### src/rtl/store_buffer_if.sv
// Bundle of the store_buffer's core-facing store/load handshake and memory-port signals.
// master = MEM stage / test driver, slave = store_buffer.
interface store_buffer_if #(
  parameter int WIDTH = 32
);
  logic             st_valid;
  logic [WIDTH-1:0] st_addr;
  logic [WIDTH-1:0] st_data;
  logic [2:0]       st_mode;
  logic             st_ready;

  logic             ld_valid;
  logic [WIDTH-1:0] ld_addr;
  logic [2:0]       ld_mode;
  logic             ld_stall;

  logic             flush;
  logic             empty;

  logic             mem_we;
  logic [WIDTH-1:0] mem_addr;
  logic [WIDTH-1:0] mem_wd;
  logic [2:0]       mem_mode;

  modport master (
    output st_valid, st_addr, st_data, st_mode,
    input  st_ready,
    output ld_valid, ld_addr, ld_mode,
    input  ld_stall,
    output flush,
    input  empty,
    input  mem_we, mem_addr, mem_wd, mem_mode
  );

  modport slave (
    input  st_valid, st_addr, st_data, st_mode,
    output st_ready,
    input  ld_valid, ld_addr, ld_mode,
    output ld_stall,
    input  flush,
    output empty,
    output mem_we, mem_addr, mem_wd, mem_mode
  );
endinterface

### src/rtl/store_buffer.sv
// Posted-store FIFO in front of a single-port data memory; loads overlapping a pending store stall.
// Optional STORE_BUFFER_STATS_EN adds saturating stall_cnt / drain_cnt outputs.
// Handshake: a store is pushed on a rising edge where st_valid & st_ready; a load proceeds in any cycle with ld_stall = 0.
module store_buffer #(
  parameter int WIDTH = 32,
  parameter int DEPTH = 4
) (
  input  logic          clk,
  input  logic          rst,
  store_buffer_if.slave bus
`ifdef STORE_BUFFER_STATS_EN
  ,
  output logic [31:0]   stall_cnt,
  output logic [31:0]   drain_cnt
`endif
);
  localparam int AW = $clog2(DEPTH);
  localparam int CW = AW + 1;
  localparam logic [CW-1:0]    FULL      = CW'(DEPTH);
  localparam logic [WIDTH-1:0] MMIO_ADDR = WIDTH'(32'h100);

  logic [WIDTH-1:0] r_addr [DEPTH];
  logic [WIDTH-1:0] r_data [DEPTH];
  logic [2:0]       r_mode [DEPTH];
  logic [AW-1:0]    r_head;
  logic [AW-1:0]    r_tail;
  logic [CW-1:0]    r_count;

  logic             w_empty;
  logic             w_push;
  logic             w_drain;
  logic             w_hazard;
  logic             w_mmio;
  logic [DEPTH-1:0] w_hit;
  logic [17:0]      w_ld_lo;
  logic [17:0]      w_ld_hi;

  function automatic logic [17:0] size_bytes(input logic [2:0] mode);
    case (mode)
      3'b001:         size_bytes = 18'd4;
      3'b010, 3'b100: size_bytes = 18'd2;
      default:        size_bytes = 18'd1;
    endcase
  endfunction

  // Overlap uses the low 17 address bits widened to 18 so a range end never wraps.
  assign w_ld_lo = {1'b0, bus.ld_addr[16:0]};
  assign w_ld_hi = w_ld_lo + size_bytes(bus.ld_mode) - 18'd1;

  for (genvar g = 0; g < DEPTH; g++) begin : g_slot
    logic [AW-1:0] w_off;
    logic [17:0]   w_st_lo;
    logic [17:0]   w_st_hi;
    assign w_off    = AW'(g) - r_head;
    assign w_st_lo  = {1'b0, r_addr[g][16:0]};
    assign w_st_hi  = w_st_lo + size_bytes(r_mode[g]) - 18'd1;
    assign w_hit[g] = ({1'b0, w_off} < r_count) &&
                      (w_ld_lo <= w_st_hi) && (w_st_lo <= w_ld_hi);
  end

  // The trigger register is exempt from overlap, but a fence still holds every load.
  assign w_mmio   = (bus.ld_addr == MMIO_ADDR);
  assign w_empty  = (r_count == '0);
  assign w_hazard = bus.ld_valid & (((|w_hit) & ~w_mmio) | bus.flush) & ~w_empty;
  assign w_drain  = ~w_empty & (~bus.ld_valid | w_hazard);
  assign w_push   = bus.st_valid & bus.st_ready;

  assign bus.st_ready = (r_count != FULL) & ~bus.flush;
  assign bus.empty    = w_empty;
  assign bus.ld_stall = w_hazard;

  always_comb begin
    bus.mem_we   = 1'b0;
    bus.mem_addr = bus.ld_addr;
    bus.mem_wd   = '0;
    bus.mem_mode = bus.ld_mode;
    if (w_drain) begin
      bus.mem_we   = 1'b1;
      bus.mem_addr = r_addr[r_head];
      bus.mem_wd   = r_data[r_head];
      bus.mem_mode = r_mode[r_head];
    end
  end

  always_ff @(posedge clk or posedge rst) begin
    if (rst) begin
      r_head  <= '0;
      r_tail  <= '0;
      r_count <= '0;
    end else begin
      if (w_push)  r_tail <= r_tail + 1'b1;
      if (w_drain) r_head <= r_head + 1'b1;
      case ({w_push, w_drain})
        2'b10:   r_count <= r_count + 1'b1;
        2'b01:   r_count <= r_count - 1'b1;
        default: r_count <= r_count;
      endcase
    end
  end

  // Payload needs no reset: a slot is only read while the count marks it valid.
  always_ff @(posedge clk) begin
    if (w_push) begin
      r_addr[r_tail] <= bus.st_addr;
      r_data[r_tail] <= bus.st_data;
      r_mode[r_tail] <= bus.st_mode;
    end
  end

`ifdef STORE_BUFFER_STATS_EN
  logic [31:0] r_stall_cnt;
  logic [31:0] r_drain_cnt;

  always_ff @(posedge clk or posedge rst) begin
    if (rst) begin
      r_stall_cnt <= '0;
      r_drain_cnt <= '0;
    end else begin
      if (w_hazard && (r_stall_cnt != 32'hFFFF_FFFF)) r_stall_cnt <= r_stall_cnt + 32'd1;
      if (w_drain  && (r_drain_cnt != 32'hFFFF_FFFF)) r_drain_cnt <= r_drain_cnt + 32'd1;
    end
  end

  assign stall_cnt = r_stall_cnt;
  assign drain_cnt = r_drain_cnt;
`endif
endmodule

### src/flat_wrapper.sv
// flat-port wrapper written by rule: the top's interface ports become plain ports
module store_buffer_flat 
#(
  parameter int WIDTH = 32,
  parameter int DEPTH = 4
)
  (clk, rst, bus_st_valid, bus_st_addr, bus_st_data, bus_st_mode, bus_st_ready, bus_ld_valid, bus_ld_addr, bus_ld_mode, bus_ld_stall, bus_flush, bus_empty, bus_mem_we, bus_mem_addr, bus_mem_wd, bus_mem_mode);
  store_buffer_if #(.WIDTH(WIDTH)) bus_i ();
  input  logic clk;
  input  logic rst;
  input wire logic [$bits(bus_i.st_valid)-1:0] bus_st_valid;
  input wire logic [$bits(bus_i.st_addr)-1:0] bus_st_addr;
  input wire logic [$bits(bus_i.st_data)-1:0] bus_st_data;
  input wire logic [$bits(bus_i.st_mode)-1:0] bus_st_mode;
  output wire logic [$bits(bus_i.st_ready)-1:0] bus_st_ready;
  input wire logic [$bits(bus_i.ld_valid)-1:0] bus_ld_valid;
  input wire logic [$bits(bus_i.ld_addr)-1:0] bus_ld_addr;
  input wire logic [$bits(bus_i.ld_mode)-1:0] bus_ld_mode;
  output wire logic [$bits(bus_i.ld_stall)-1:0] bus_ld_stall;
  input wire logic [$bits(bus_i.flush)-1:0] bus_flush;
  output wire logic [$bits(bus_i.empty)-1:0] bus_empty;
  output wire logic [$bits(bus_i.mem_we)-1:0] bus_mem_we;
  output wire logic [$bits(bus_i.mem_addr)-1:0] bus_mem_addr;
  output wire logic [$bits(bus_i.mem_wd)-1:0] bus_mem_wd;
  output wire logic [$bits(bus_i.mem_mode)-1:0] bus_mem_mode;
  assign bus_i.st_valid = bus_st_valid;
  assign bus_i.st_addr = bus_st_addr;
  assign bus_i.st_data = bus_st_data;
  assign bus_i.st_mode = bus_st_mode;
  assign bus_st_ready = bus_i.st_ready;
  assign bus_i.ld_valid = bus_ld_valid;
  assign bus_i.ld_addr = bus_ld_addr;
  assign bus_i.ld_mode = bus_ld_mode;
  assign bus_ld_stall = bus_i.ld_stall;
  assign bus_i.flush = bus_flush;
  assign bus_empty = bus_i.empty;
  assign bus_mem_we = bus_i.mem_we;
  assign bus_mem_addr = bus_i.mem_addr;
  assign bus_mem_wd = bus_i.mem_wd;
  assign bus_mem_mode = bus_i.mem_mode;
  store_buffer #(.WIDTH(WIDTH), .DEPTH(DEPTH)) u_core (.clk(clk), .rst(rst), .bus(bus_i));
endmodule
### config.mk
export PLATFORM = sky130hd
export DESIGN_NAME = store_buffer_flat
export DESIGN_NICKNAME = d
export VERILOG_FILES = /design/src/rtl/store_buffer_if.sv /design/src/rtl/store_buffer.sv /design/src/flat_wrapper.sv
export SDC_FILE = /design/constraint.sdc
export NUM_CORES = 1
export LEC_CHECK = 0
export ABC_CLOCK_PERIOD_IN_PS = 14000
export CAP_MARGIN = 20
export CORE_ASPECT_RATIO = 1.25
export CORE_UTILIZATION = 52
export CTS_CLUSTER_DIAMETER = 100
export DETAILED_ROUTE_END_ITERATION = 10
export PLACE_DENSITY = 0.79
export SYNTH_ARGS = -nofsm -noshare
export SYNTH_HDL_FRONTEND = slang
export SYNTH_SLANG_ARGS = --single-unit
### constraint.sdc
create_clock -name clk -period 14 [get_ports clk]
set_input_delay 2.1 -clock clk [delete_from_list [all_inputs] [get_ports clk]]
set_output_delay 2.1 -clock clk [all_outputs]
set_load 0.03 [all_outputs]
# Word level (Yosys, flattened, before mapping)
# Memories as Yosys holds them, arrays and structs flattened.
# Cells that the tools add are included.
# totals
ff_bits	7
latch_bits	0
mem_bits_rw	268
rom_bits	0
inputBits	107
out_inout_bits	71
elab_cells	95
memories	3
# mem_list
memory	depth	width	read_ports	rd_ports_with_merged_regs	wr	line_no	text
u_core.r_addr	4	32	5	0	1	store_buffer.sv:22	logic [WIDTH-1:0] r_addr [DEPTH];
u_core.r_data	4	32	1	0	1	store_buffer.sv:23	logic [WIDTH-1:0] r_data [DEPTH];
u_core.r_mode	4	3	5	0	1	store_buffer.sv:24	logic [2:0] r_mode [DEPTH];
# classes
n_addsub	18
n_mul	0
div	0
n_lt_le_gt_ge	12
eq_ne	19
n_shift	0
n_mux	12
bitwise_logic	12
n_reduce_logical	16
# op_table
cell	count
17-bit by 18-bit less-or-equal comparator with 1-bit output	8
17-bit by 3-bit adder with 18-bit output	5
18-bit by 1-bit subtractor with 18-bit output (second input constant)	5
32-bit two-way mux	2
3-bit one-hot mux with 2 select lines	6
32-bit by 9-bit == test with 1-bit output (second input constant)	1
3-bit by 1-bit == test with 1-bit output (second input constant)	5
3-bit by 2-bit == test with 1-bit output (second input constant)	5
3-bit == test (second input constant)	5
2-bit by 3-bit < comparator with 1-bit output	4
2-bit OR reduction	5
1-bit logical AND	8
1-bit AND	6
2-bit by 1-bit adder with 2-bit output (second input constant)	2
1-bit inverter	4
4-bit OR reduction	1
1-bit by 2-bit subtractor with 2-bit output (first input constant)	2
2-bit subtractor (first input constant)	2
3-bit by 1-bit adder with 3-bit output (second input constant)	1
3-bit zero test	1
1-bit two-way mux	3
3-bit two-way mux	1
3-bit != test (second input constant)	1
3-bit by 1-bit subtractor with 3-bit output (second input constant)	1
other kinds (4)	5

# Depth between registers and ports, before layout
# Gate-level depths: netlist of the first run.
# An unclocked memory read counts as a cell.
# depth
ltp_word	18
ltp_mapped	33
mapped_depth_nobuf	32

# Worst setup path after synthesis of the first run
# Ideal clock, no wire load.
# synth_path
path_kind	input -> output
from	input bus_ld_mode[1]
to	output bus_mem_addr[11]
arrival_ns	7.317
slack_ns	4.583
stages	26
n_path_buf	2
path_cell_list	xor2_1 -> nand2b_1 -> ha_1 -> inv_1 -> ha_1 -> fa_1 -> a21oi_1 -> nor3_1 -> nor4b_2 -> o31ai_1 -> a221oi_1 -> o21bai_1 -> a21oi_1 -> xnor2_1 -> ha_1 -> a21o_1 -> a21oi_1 -> o311ai_0 -> nor4_1 -> a2111oi_2 -> o32ai_4 -> o31ai_4 -> a21oi_4 -> buf_6 -> buf_6 -> mux2i_1
# synth_between
elab_chain_len	15
# synth_lines
item	line_no	text
start: declaration	flat_wrapper.sv:18	input wire logic [$bits(bus_i.ld_mode)-1:0] bus_ld_mode;
3-bit by 2-bit == test with 1-bit output / 3-bit == test (equally long branches)	store_buffer.sv:39	case (mode)
2-bit OR reduction	store_buffer.sv:39	
3-bit one-hot mux with 2 select lines (*)	store_buffer.sv:39	
17-bit by 3-bit adder with 18-bit output (*)	store_buffer.sv:48	assign w_ld_hi = w_ld_lo + size_bytes(bus.ld_mode) - 18'd1;
18-bit by 1-bit subtractor with 18-bit output (*)	store_buffer.sv:48	
17-bit by 18-bit less-or-equal comparator with 1-bit output	store_buffer.sv:58	(w_ld_lo <= w_st_hi) && (w_st_lo <= w_ld_hi);
1-bit logical AND	store_buffer.sv:58	
4-bit OR reduction (*)	store_buffer.sv:64	assign w_hazard = bus.ld_valid & (((|w_hit) & ~w_mmio) | bus.flush) & ~w_empty;
1-bit AND (*)	store_buffer.sv:64	
1-bit OR (*)	store_buffer.sv:64	
1-bit AND (*) (2 in series)	store_buffer.sv:64	
1-bit OR (*)	store_buffer.sv:65	assign w_drain = ~w_empty & (~bus.ld_valid | w_hazard);
1-bit AND (*)	store_buffer.sv:65	
32-bit two-way mux (*)	store_buffer.sv:77	if (w_drain) begin
end: declaration	flat_wrapper.sv:23	output wire logic [$bits(bus_i.mem_addr)-1:0] bus_mem_addr;
# Mark *: on every way between the ends. The rest lies on a longest branch, timed or not.

# Worst setup path in the final report of the first run
# layout_path
from	input bus_ld_mode[1]
to	output bus_mem_addr[0]
# Same word-level chain as after synthesis.

==> reports/results.txt, run 1 <==
First DRT Iteration DRCs: 696
number of distinct library cells after synthesis: 70
min-delay src: u_core.r_count[0]
Fin. Hold Viols: 0
Syn Inst Count: 1,478
crit path capture type: output port
# DRC: 0
leakage: 8.53 nW
CP Buf/Inv Count: 4
asr flop ratio synth: 2.55%
Final setup violation count: 0
kind of critical path: in2out
Synth Register Bits: 275
Fill cells: 2,744
GR Util All Layers: 27.6%
register area share after synthesis: 45.3%
Syn Nets: 1,836
post-synthesis adder-cell area fraction: 17.5%
io pins: 178
Tot Pwr: 3.64 mW
CP max stage delay: 850 ps
gr ovfl total: 0
Die H: 211 um
pin count of the biggest net entering global routing: 69
Worst setup SP type: input port
mux cell area share after synthesis: 10.5%
main combinational cell family by area after synthesis: adder cells
core area: 0.0344 mm^2
Hold Path Sink: u_core.r_count[0]
setup bufs post-CTS: 0
clk slew on worst S/H paths: 70 ps
hpwl dp: 37.2 mm
CTS resizes: 0
Max Buffers Root-to-Sink: 3
first-pass GRT wire length: 72.9 mm
port bufs: 177
worst slew pin tran: 1080 ps
worst r2r dst: u_core.r_count[2]
dpl ws: 2050 ps
full die area: 0.0357 mm^2
WHS: 586 ps
CTS Buf Count: 23
Max Clock Freq: 83.6 MHz
post-route ant nets: 0
synth warn: 0
Post-Synth XOR/XNOR Area: 3.95%
most frequent cells in the layout: edfxtp_1 (268), ha_1 (245), clkdlybuf4s50_1 (177), inv_1 (155), a21oi_1 (97)
reg-to-reg setup timing slack: 6220 ps
Final min period: 11,960 ps
maxcap violations: 0
initial core utilization: 52.8%
area of the multi-input gates: 0.00926 mm^2
Primary FF master, synth: edfxtp_1
Worst slew margin: 27.8%
Critical R2R Launch: u_core.r_mode[3][2]
Reg2Reg Depth: 30
gpl congestion: 0.908
CP most frequent cell: ha_1
CTS tree: built
slowest stage cell, crit path: a21oi_4
Slew Viols, Final: 0
area grow syn2layout: 16.9%
clk sink count: 275
Worst Hold Depth: 1
Synth Area per Inst: 12.3 um^2
period utilization: 85.4%
Rows: 76
clk_lat worst skew: 530 ps
share of cells above drive strength 1: 7.80%
peak supply drop: 0.229 mV
DR WL/cell: 22.6 um
Total Wirelength: 48.5 mm
root buffer cell: clkbuf_16
Arrival @ worst endpoint: 9860 ps
Die W: 169 um
Critical Path RT: 11,900 ps
post-synthesis compound-gate area fraction: 9.55%
Detailed Routing Iterations Pass 1: 6
Pwr per Cell Area: 171 mW/mm^2
EDFF count, synth: 268
Crit Path Max Fanout: 22
Clock Skew: 10.7 ps
Total Nets Final: 2,021
CTS HTree Levels: 1
outcome: finished clean
Via density: 5.94
Synth Cell Area: 0.0182 mm^2
total vias in the final route: 12,800
vias in the first global route: 13,200
RSZ-0062 raised after global routing: no
Hold-fix buffers, CTS: 0
Simple-Gate Fraction of Synth Area: 9.36%
most common cell after layout, fill and taps aside: edfxtp_1
CP top delay family: compound AO/OA/AOI/OAI gates
Reg area: 0.00823 mm^2
worst setup margin: 2040 ps
Worst Hold Class: reg2reg
antenna violations before repair: 3
setup_tns: 0 ps
-- sequential cells by signal, indices dropped and copies added, names as in the netlist --
name,cells
u_core.r_mode,12
u_core.r_data,128
u_core.r_addr,128
u_core.r_tail,2
u_core.r_head,2
u_core.r_count,3
-- routing by layer --
layer | GRT usage (%) | up-vias | share of wire (%)
li1 | - | 5962 | -
met1 | 32.3 | 6288 | 39
met2 | 49.5 | 408 | 51
met3 | 3.80 | 107 | 5.6
met4 | 13.4 | 2 | 4.7
met5 | 0 | - | 0.027
-- worst max-delay path by stage --
stage	start	to	cells after the start
CTS	bus_ld_mode[1]	bus_mem_addr[0]	27
global route	bus_ld_mode[1]	bus_mem_addr[7]	27
floorplan	bus_ld_mode[1]	bus_mem_addr[11]	26
finish	bus_ld_mode[1]	bus_mem_addr[0]	26
global placement	bus_ld_mode[1]	bus_mem_addr[7]	26
detailed placement	bus_ld_mode[1]	bus_mem_addr[7]	27
-- cells by family after synthesis --
logic type	count (synthesis)
flip-flops	275
AND/OR/NAND/NOR	325
buffers and inverters	178
AO/OA/AOI/OAI	264
adder cells (fa/ha/maj)	251
multiplexers	104
XOR/XNOR	81
-- area by class of cell --
type / count / area share [%]
sequential: 275 / 38.8
clock buffer: 26 / 2.76
multi-input combinational: 1025 / 43.6
clock inverter: 15 / 0.754
timing repair buffer: 183 / 8.56
antenna: 2 / 0.0236
inverter: 155 / 2.74
tap: 468 / 2.76
-- metrics by stage --
step	util (%)	std cells	cell area, um^2
2_1_floorplan	-	1478	18200
3_3_place_gp	59.5	2106	20500
3_5_place_dp	59.5	2106	20500
4_1_cts	61.6	2147	21200
5_1_grt	61.7	2149	21200
6_report	61.7	2149	21200
-- report_power, final --
group	internal (mW)	total, mW	switching [mW]
sequential	1.01	1.08	0.0748
clock	0.360	0.647	0.288
combinational	0.844	1.91	1.07
total	2.21	3.64	1.43
-- cell usage after synthesis, types with 5 or more instances --
cell type  instances  area (um^2)
ha_1             245         3070
edfxtp_1         268         8050
a21oi_1           97          485
a21o_1            33          248
o21ai_0           44          220
or2_2              5         31.3
nand4_1           28          175
nand2b_1          16          100
xor2_1            48          420
dfrtp_1            7          175
nor2_1            66          248
nor2b_1           22          138
and2_1            36          225
a211o_1            5         43.8
a211oi_1          13         97.6
o21a_1             7         52.6
mux2i_1           17          170
fa_1               6          120
xnor2_1           32          280
nor4_1            10         62.6
nand3_1           27          135
o21bai_1          11         82.6
nor3_1            22          110
nand2_1           56          210
and3_1            15         93.8
clkbuf_1          16         60.1
mux4_2            67         1510
mux2_1            20          225
o211ai_1           7         52.6
or3_1              8         50.1
inv_1            155          582
No activity file was read; power rests on OpenSTA's default activity.
==> run 2: changes to the inputs <==
--- a/config.mk
+++ b/config.mk
@@ -5,6 +5,7 @@
 export SDC_FILE = /design/constraint.sdc
 export NUM_CORES = 1
 export LEC_CHECK = 0
+export ABC_AREA = 1
 export ABC_CLOCK_PERIOD_IN_PS = 14000
 export CAP_MARGIN = 20
 export CORE_ASPECT_RATIO = 1.25
@@ -12,6 +13,7 @@
 export CTS_CLUSTER_DIAMETER = 100
 export DETAILED_ROUTE_END_ITERATION = 10
 export PLACE_DENSITY = 0.79
+export SKIP_CTS_REPAIR_TIMING = 1
 export SYNTH_ARGS = -nofsm -noshare
 export SYNTH_HDL_FRONTEND = slang
 export SYNTH_SLANG_ARGS = --single-unit
==> run 2 against run 1 <==
Effect of this change:
- sequential share of layout area down 0.78 points
- clock skew is 2.0 ps higher
- critical path depth up 7
- largest cell class unchanged
- area after synthesis grew 2.2%
- register-to-register slack better by 970 ps
- total power up 10%
- highest routed layer is now met4
- design area is 2.0% higher
- cell count is 24% higher
- non-clock buffer count rose by 7
- die area rose by 2.2%
==> reports/results.txt, run 2 <==
outcome: finished clean
CP most frequent cell: nand2_1
Final setup violation count: 0
DR WL/cell: 19.9 um
CTS tree: built
RSZ-0062 raised after global routing: no
min-delay src: u_core.r_count[1]
EDFF count, synth: 268
Fin. Hold Viols: 0
most numerous cell in the Yosys netlist: nand2_1
maxcap violations: 0
vias in the first global route: 14,700
period utilization: 74.0%
Synth Register Bits: 275
CTS HTree Levels: 1
peak supply drop: 0.174 mV
commonest cells in the netlist: nand2_1 (475), edfxtp_1 (268), inv_1 (255)
post-route cell area: 0.0216 mm^2
Area contributors post-synth: edfxtp_1 (43%), ha_1 (17%), nand2_1 (9.6%)
Synth Area per Inst: 9.32 um^2
Final min period: 10,370 ps
Worst setup SP type: input port
Yosys top cell by area: edfxtp_1
Die H: 213 um
Via density: 5.69
Max Buffers Root-to-Sink: 3
setup_tns: 0 ps
clock power share: 18.1%
share of power burned in registers: 26.4%
Reg2Reg Depth: 34
CP top delay family: simple AND/OR/NAND/NOR gates
share of cells above drive strength 1: 4.99%
Worst Hold Class: reg2reg
hpwl dp: 39.7 mm
register area share after synthesis: 44.3%
full die area: 0.0365 mm^2
Crit Path Max Fanout: 70
crit path capture type: output port
GR Util All Layers: 29.4%
Total Nets Final: 2,521
area grow syn2layout: 16.6%
Combinational Power Share: 55.5%
Detailed Routing Iterations Pass 1: 5
Rows: 77
First DRT Iteration DRCs: 1,037
io pins: 178
total vias in the final route: 15,100
first-pass GRT wire length: 80.5 mm
most common cell after layout, fill and taps aside: nand2_1
Pwr per Cell Area: 185 mW/mm^2
post-route ant nets: 0
number of distinct library cells after synthesis: 49
Worst Hold Depth: 2
root buffer cell: clkbuf_16
Yosys top cell area share: 43.4%
internal power: 2.22 mW
Syn Nets: 2,349
slowest stage cell, crit path: clkdlybuf4s50_1
worst slew pin tran: 986 ps
antenna violations before repair: 0
WHS: 533 ps
most frequent cells in the layout: nand2_1 (475), edfxtp_1 (268), inv_1 (254), ha_1 (245), clkdlybuf4s50_1 (177)
worst r2r dst: u_core.r_count[2]
port bufs: 177
clk slew on worst S/H paths: 60 ps
gr ovfl total: 0
reg-to-reg setup timing slack: 7190 ps
Die W: 171 um
CTS Buf Count: 26
Critical R2R Launch: u_core.r_mode[1][2]
Worst slew margin: 34.1%
Psw: 1.78 mW
CP max stage delay: 670 ps
gpl congestion: 0.969
core area: 0.0353 mm^2
asr flop ratio synth: 2.55%
CP Buf/Inv Count: 4
Max Clock Freq: 96.5 MHz
synth warn: 0
Arrival @ worst endpoint: 8270 ps
Critical Path RT: 11,900 ps
clk sink count: 275
Top Registers: u_core.r_addr x128, u_core.r_data x128, u_core.r_mode x12
Slew Viols, Final: 0
kind of critical path: in2out
n_diodes: 0
Clock Skew: 12.7 ps
# DRC: 0
Synth Cell Area: 0.0186 mm^2
Primary FF master, synth: edfxtp_1
clk_lat worst skew: 550 ps
leakage: 9.64 nW
switch share: 44.5%
pin count of the biggest net entering global routing: 71
Syn Inst Count: 1,991
placed cell area: 0.0208 mm^2
Hold Path Sink: u_core.r_count[1]
initial core utilization: 52.6%
Total Wirelength: 53.0 mm
run 2: changes by cell type in the layout (fill, tap and decap cells not counted), sizes merged, moves of 36 or more:
cell,before,now
nand2,56,481
nand3,27,137
inv,157,262
mux4,67,0
nor2,66,129
a21oi,98,136
and2,36,0
run 2: layout make-up:
class                   instances  area, um^2
flip-flops and latches        275        8220
fillers                      2885       13600
clock inverters                15         180
clock buffers                  33         698
multi-input cells            1408        9100
inverters                     262         983
repair buffers                190        1870
well taps                     474         593
run 2: logic make-up (layout without fill, tap and decap cells):
family / count (synthesis) / count (layout) / synth area share, %
adders and majority gates: 251 / 251 / 17.2
xor gates and xnor gates: 72 / 72 / 3.40
AOI/OAI and AO/OA: 280 / 280 / 9.32
and+or+nand+nor: 805 / 805 / 18.9
DFF: 275 / 275 / 44.3
buffers and inverters: 308 / 500 / 6.92
run 2: layer usage:
layer	track usage [%]	part of all wire, %	up-vias	wire length, um
met5	0	0	-	0
met3	4.63	7.2	131	3810
met1	35.3	39	7122	20500
li1	-	-	7221	-
met4	14.0	4.7	0	2470
met2	51.3	49	636	26200
run 2: metrics by stage:
step | instances | setup WS (ps) | utilization, % | power (mW)
6_report | 2657 | 3630 | 61.4 | 4.00
5_1_grt | 2657 | 3190 | 61.4 | 4.23
4_1_cts | 2657 | 3650 | 61.4 | 4.01
3_5_place_dp | 2609 | 3660 | 58.9 | 3.28
3_3_place_gp | 2609 | 3800 | 58.9 | 3.24
2_1_floorplan | 1991 | 5970 | - | 2.51
run 2: worst max-delay path by stage:
stage | slack, ps | end | start | cells after the start
global placement | 3800 | bus_mem_addr[0] | bus_ld_mode[1] | 33
global route | 3190 | bus_mem_addr[9] | bus_ld_mode[1] | 31
detailed placement | 3660 | bus_mem_addr[9] | bus_ld_mode[1] | 33
finish | 3630 | bus_mem_addr[9] | bus_ld_mode[1] | 33
floorplan | 5970 | bus_mem_wd[22] | bus_ld_mode[1] | 31
CTS | 3650 | bus_mem_addr[9] | bus_ld_mode[1] | 33
run 2: power by group through the flow:
stage / sequential (mW) / combinational [mW] / clock (mW)
after floorplan: 1.06 / 1.45 / 0
after global placement: 1.07 / 2.18 / 0
after detailed placement: 1.07 / 2.21 / 0
after CTS: 1.05 / 2.22 / 0.732
after global routing: 1.06 / 2.41 / 0.762
final: 1.05 / 2.22 / 0.726
run 2: worst min-delay path, delay by kind of cell, from the launching register on:
kind | cells | cell delay (ps)
compound gates | 1 | 70
flops | 1 | 360
simple gates | 1 | 60
==> run 3: changes to the inputs <==
--- a/config.mk
+++ b/config.mk
@@ -6,7 +6,7 @@
 export NUM_CORES = 1
 export LEC_CHECK = 0
 export ABC_AREA = 1
-export ABC_CLOCK_PERIOD_IN_PS = 14000
+export ABC_CLOCK_PERIOD_IN_PS = 9600
 export CAP_MARGIN = 20
 export CORE_ASPECT_RATIO = 1.25
 export CORE_UTILIZATION = 52
==> constraint.sdc (replaced) <==
create_clock -name clk -period 9.6 [get_ports clk]
set_input_delay 1.44 -clock clk [delete_from_list [all_inputs] [get_ports clk]]
set_output_delay 1.44 -clock clk [all_outputs]
set_load 0.03 [all_outputs]
==> run 3 against run 2 <==
Effect of this change:
- first-iteration DRC count increased by 15%
- design area up 0.39%
- critical path depth fell by 1
- sequential power increased by 47%
- via count grew 1.7%
- setup slack worse by 2800 ps
- flip-flop and latch count unchanged
- wire length is 1.5% higher
- register-to-register slack got worse by 4700 ps
- clock-buffer cell count fell by 2
- largest power group unchanged
==> reports/results.txt, run 3 (synthesis gave the netlist of run 2 again) <==
RSZ-0062 raised after global routing: no
post-route ant nets: 0
clk_lat worst skew: 550 ps
Final setup violation count: 0
maxcap violations: 0
first-pass GRT wire length: 81.9 mm
crit path capture type: output port
Max Buffers Root-to-Sink: 3
Critical Path RT: 8160 ps
post-route cell area: 0.0217 mm^2
Final min period: 8770 ps
Arrival @ worst endpoint: 7330 ps
Total Nets Final: 2,531
WHS: 546 ps
area grow syn2layout: 17.1%
Slew Viols, Final: 0
placed cell area: 0.0210 mm^2
CTS HTree Levels: 1
Pwr per Cell Area: 272 mW/mm^2
Clock Skew: 13.0 ps
antenna violations before repair: 0
Worst Hold Class: reg2reg
setup_tns: 0 ps
Die W: 171 um
met1 global-route usage: 35.9%
Tot Pwr: 5.91 mW
full die area: 0.0365 mm^2
gpl congestion: 0.982
Worst slew margin: 28.4%
# DRC: 0
routing usage on met3: 5.10%
First DRT Iteration DRCs: 1,188
CP max stage delay: 710 ps
outcome: finished clean
Total Wirelength: 53.8 mm
Detailed Routing Iterations Pass 1: 7
Crit Path Max Fanout: 70
most frequent cells in the layout: nand2_1 (475), edfxtp_1 (268), inv_1 (254), ha_1 (245), clkdlybuf4s50_1 (142)
clk sink count: 275
Top Registers: u_core.r_addr x128, u_core.r_data x128, u_core.r_mode x12
io pins: 178
core area: 0.0353 mm^2
Max Clock Freq: 114 MHz
Worst setup SP type: input port
slowest stage cell, crit path: clkdlybuf4s50_1
port bufs: 177
kind of critical path: in2out
DR WL/cell: 20.2 um
M2 GR Usage: 51.4%
most common cell after layout, fill and taps aside: nand2_1
CTS tree: built
CP most frequent cell: nand2_1
Via density: 5.77
vias in the first global route: 15,100
Die H: 213 um
n_diodes: 0
hpwl dp: 39.5 mm
GR Util All Layers: 29.8%
pin count of the biggest net entering global routing: 71
peak supply drop: 0.291 mV
post-layout util: 61.6%
gr ovfl total: 0
Fin. Hold Viols: 0
worst slew pin tran: 1070 ps
initial core utilization: 52.6%
total vias in the final route: 15,400
leakage: 9.74 nW
period utilization: 91.4%
clk slew on worst S/H paths: 70 ps
most used routing layer: met2
Rows: 77
CTS Buf Count: 25
root buffer cell: clkbuf_16
share of cells above drive strength 1: 6.89%
==> run 3: changes by cell type in the layout (fill, tap and decap cells not counted), sizes merged <==
cell,delta
inv,-2
clkinvlp,+2
clkbuf,-2
clkdlybuf4s50,-35
buf,+46
bufinv,-1
==> run 3: layout make-up <==
type / count / area, um^2
Clock inverter: 14 / 133
Clock buffer: 31 / 648
Inverter: 262 / 983
Fill cell: 2922 / 13500
Timing Repair Buffer: 201 / 2050
Sequential cell: 275 / 8220
Tap cell: 474 / 593
Multi-Input combinational cell: 1408 / 9100
==> run 3: worst max-delay path, delay by kind of cell <==
family | cells | cell delay, ps
AND/OR/NAND/NOR | 17 | 1860
buffers and inverters | 4 | 1230
adder cells (fa/ha/maj) | 4 | 1330
XOR/XNOR | 1 | 500
AO/OA/AOI/OAI | 6 | 900
==> run 3: path summary, 6_finish.rpt <==
check	startpoint	endpoint	slack [ps]	cells after the start
min reg2reg	u_core.r_count[1]	u_core.r_count[1]	550	2
max	bus_ld_mode[1]	bus_mem_wd[24]	830	32
max in group asynchronous	rst	u_core.r_head[0]	8220	2
min in group asynchronous	rst	u_core.r_count[1]	1130	2
max reg2reg	u_core.r_mode[2][1]	u_core.r_count[2]	2530	35
min	u_core.r_count[1]	u_core.r_count[1]	550	2
==> run 3: layer usage <==
layer / vias up / share of wire (%)
met3: 154 / 8.9
met1: 7242 / 37
met4: 0 / 5.0
li1: 7245 / -
met5: - / 0
met2: 725 / 49
==> run 3: where the power goes <==
part,switching [mW],internal [mW],total [mW]
clock,0.440,0.536,0.976
combinational,2.13,1.26,3.39
sequential,0.0741,1.46,1.54
total,2.64,3.26,5.91
==> run 3: per-stage QoR <==
step | worst slack (ps) | instances
finish | 828 | 2665
global route | 417 | 2665
CTS | 890 | 2665
detailed placement | 910 | 2620
global placement | 1080 | 2620
floorplan | 2890 | 1991
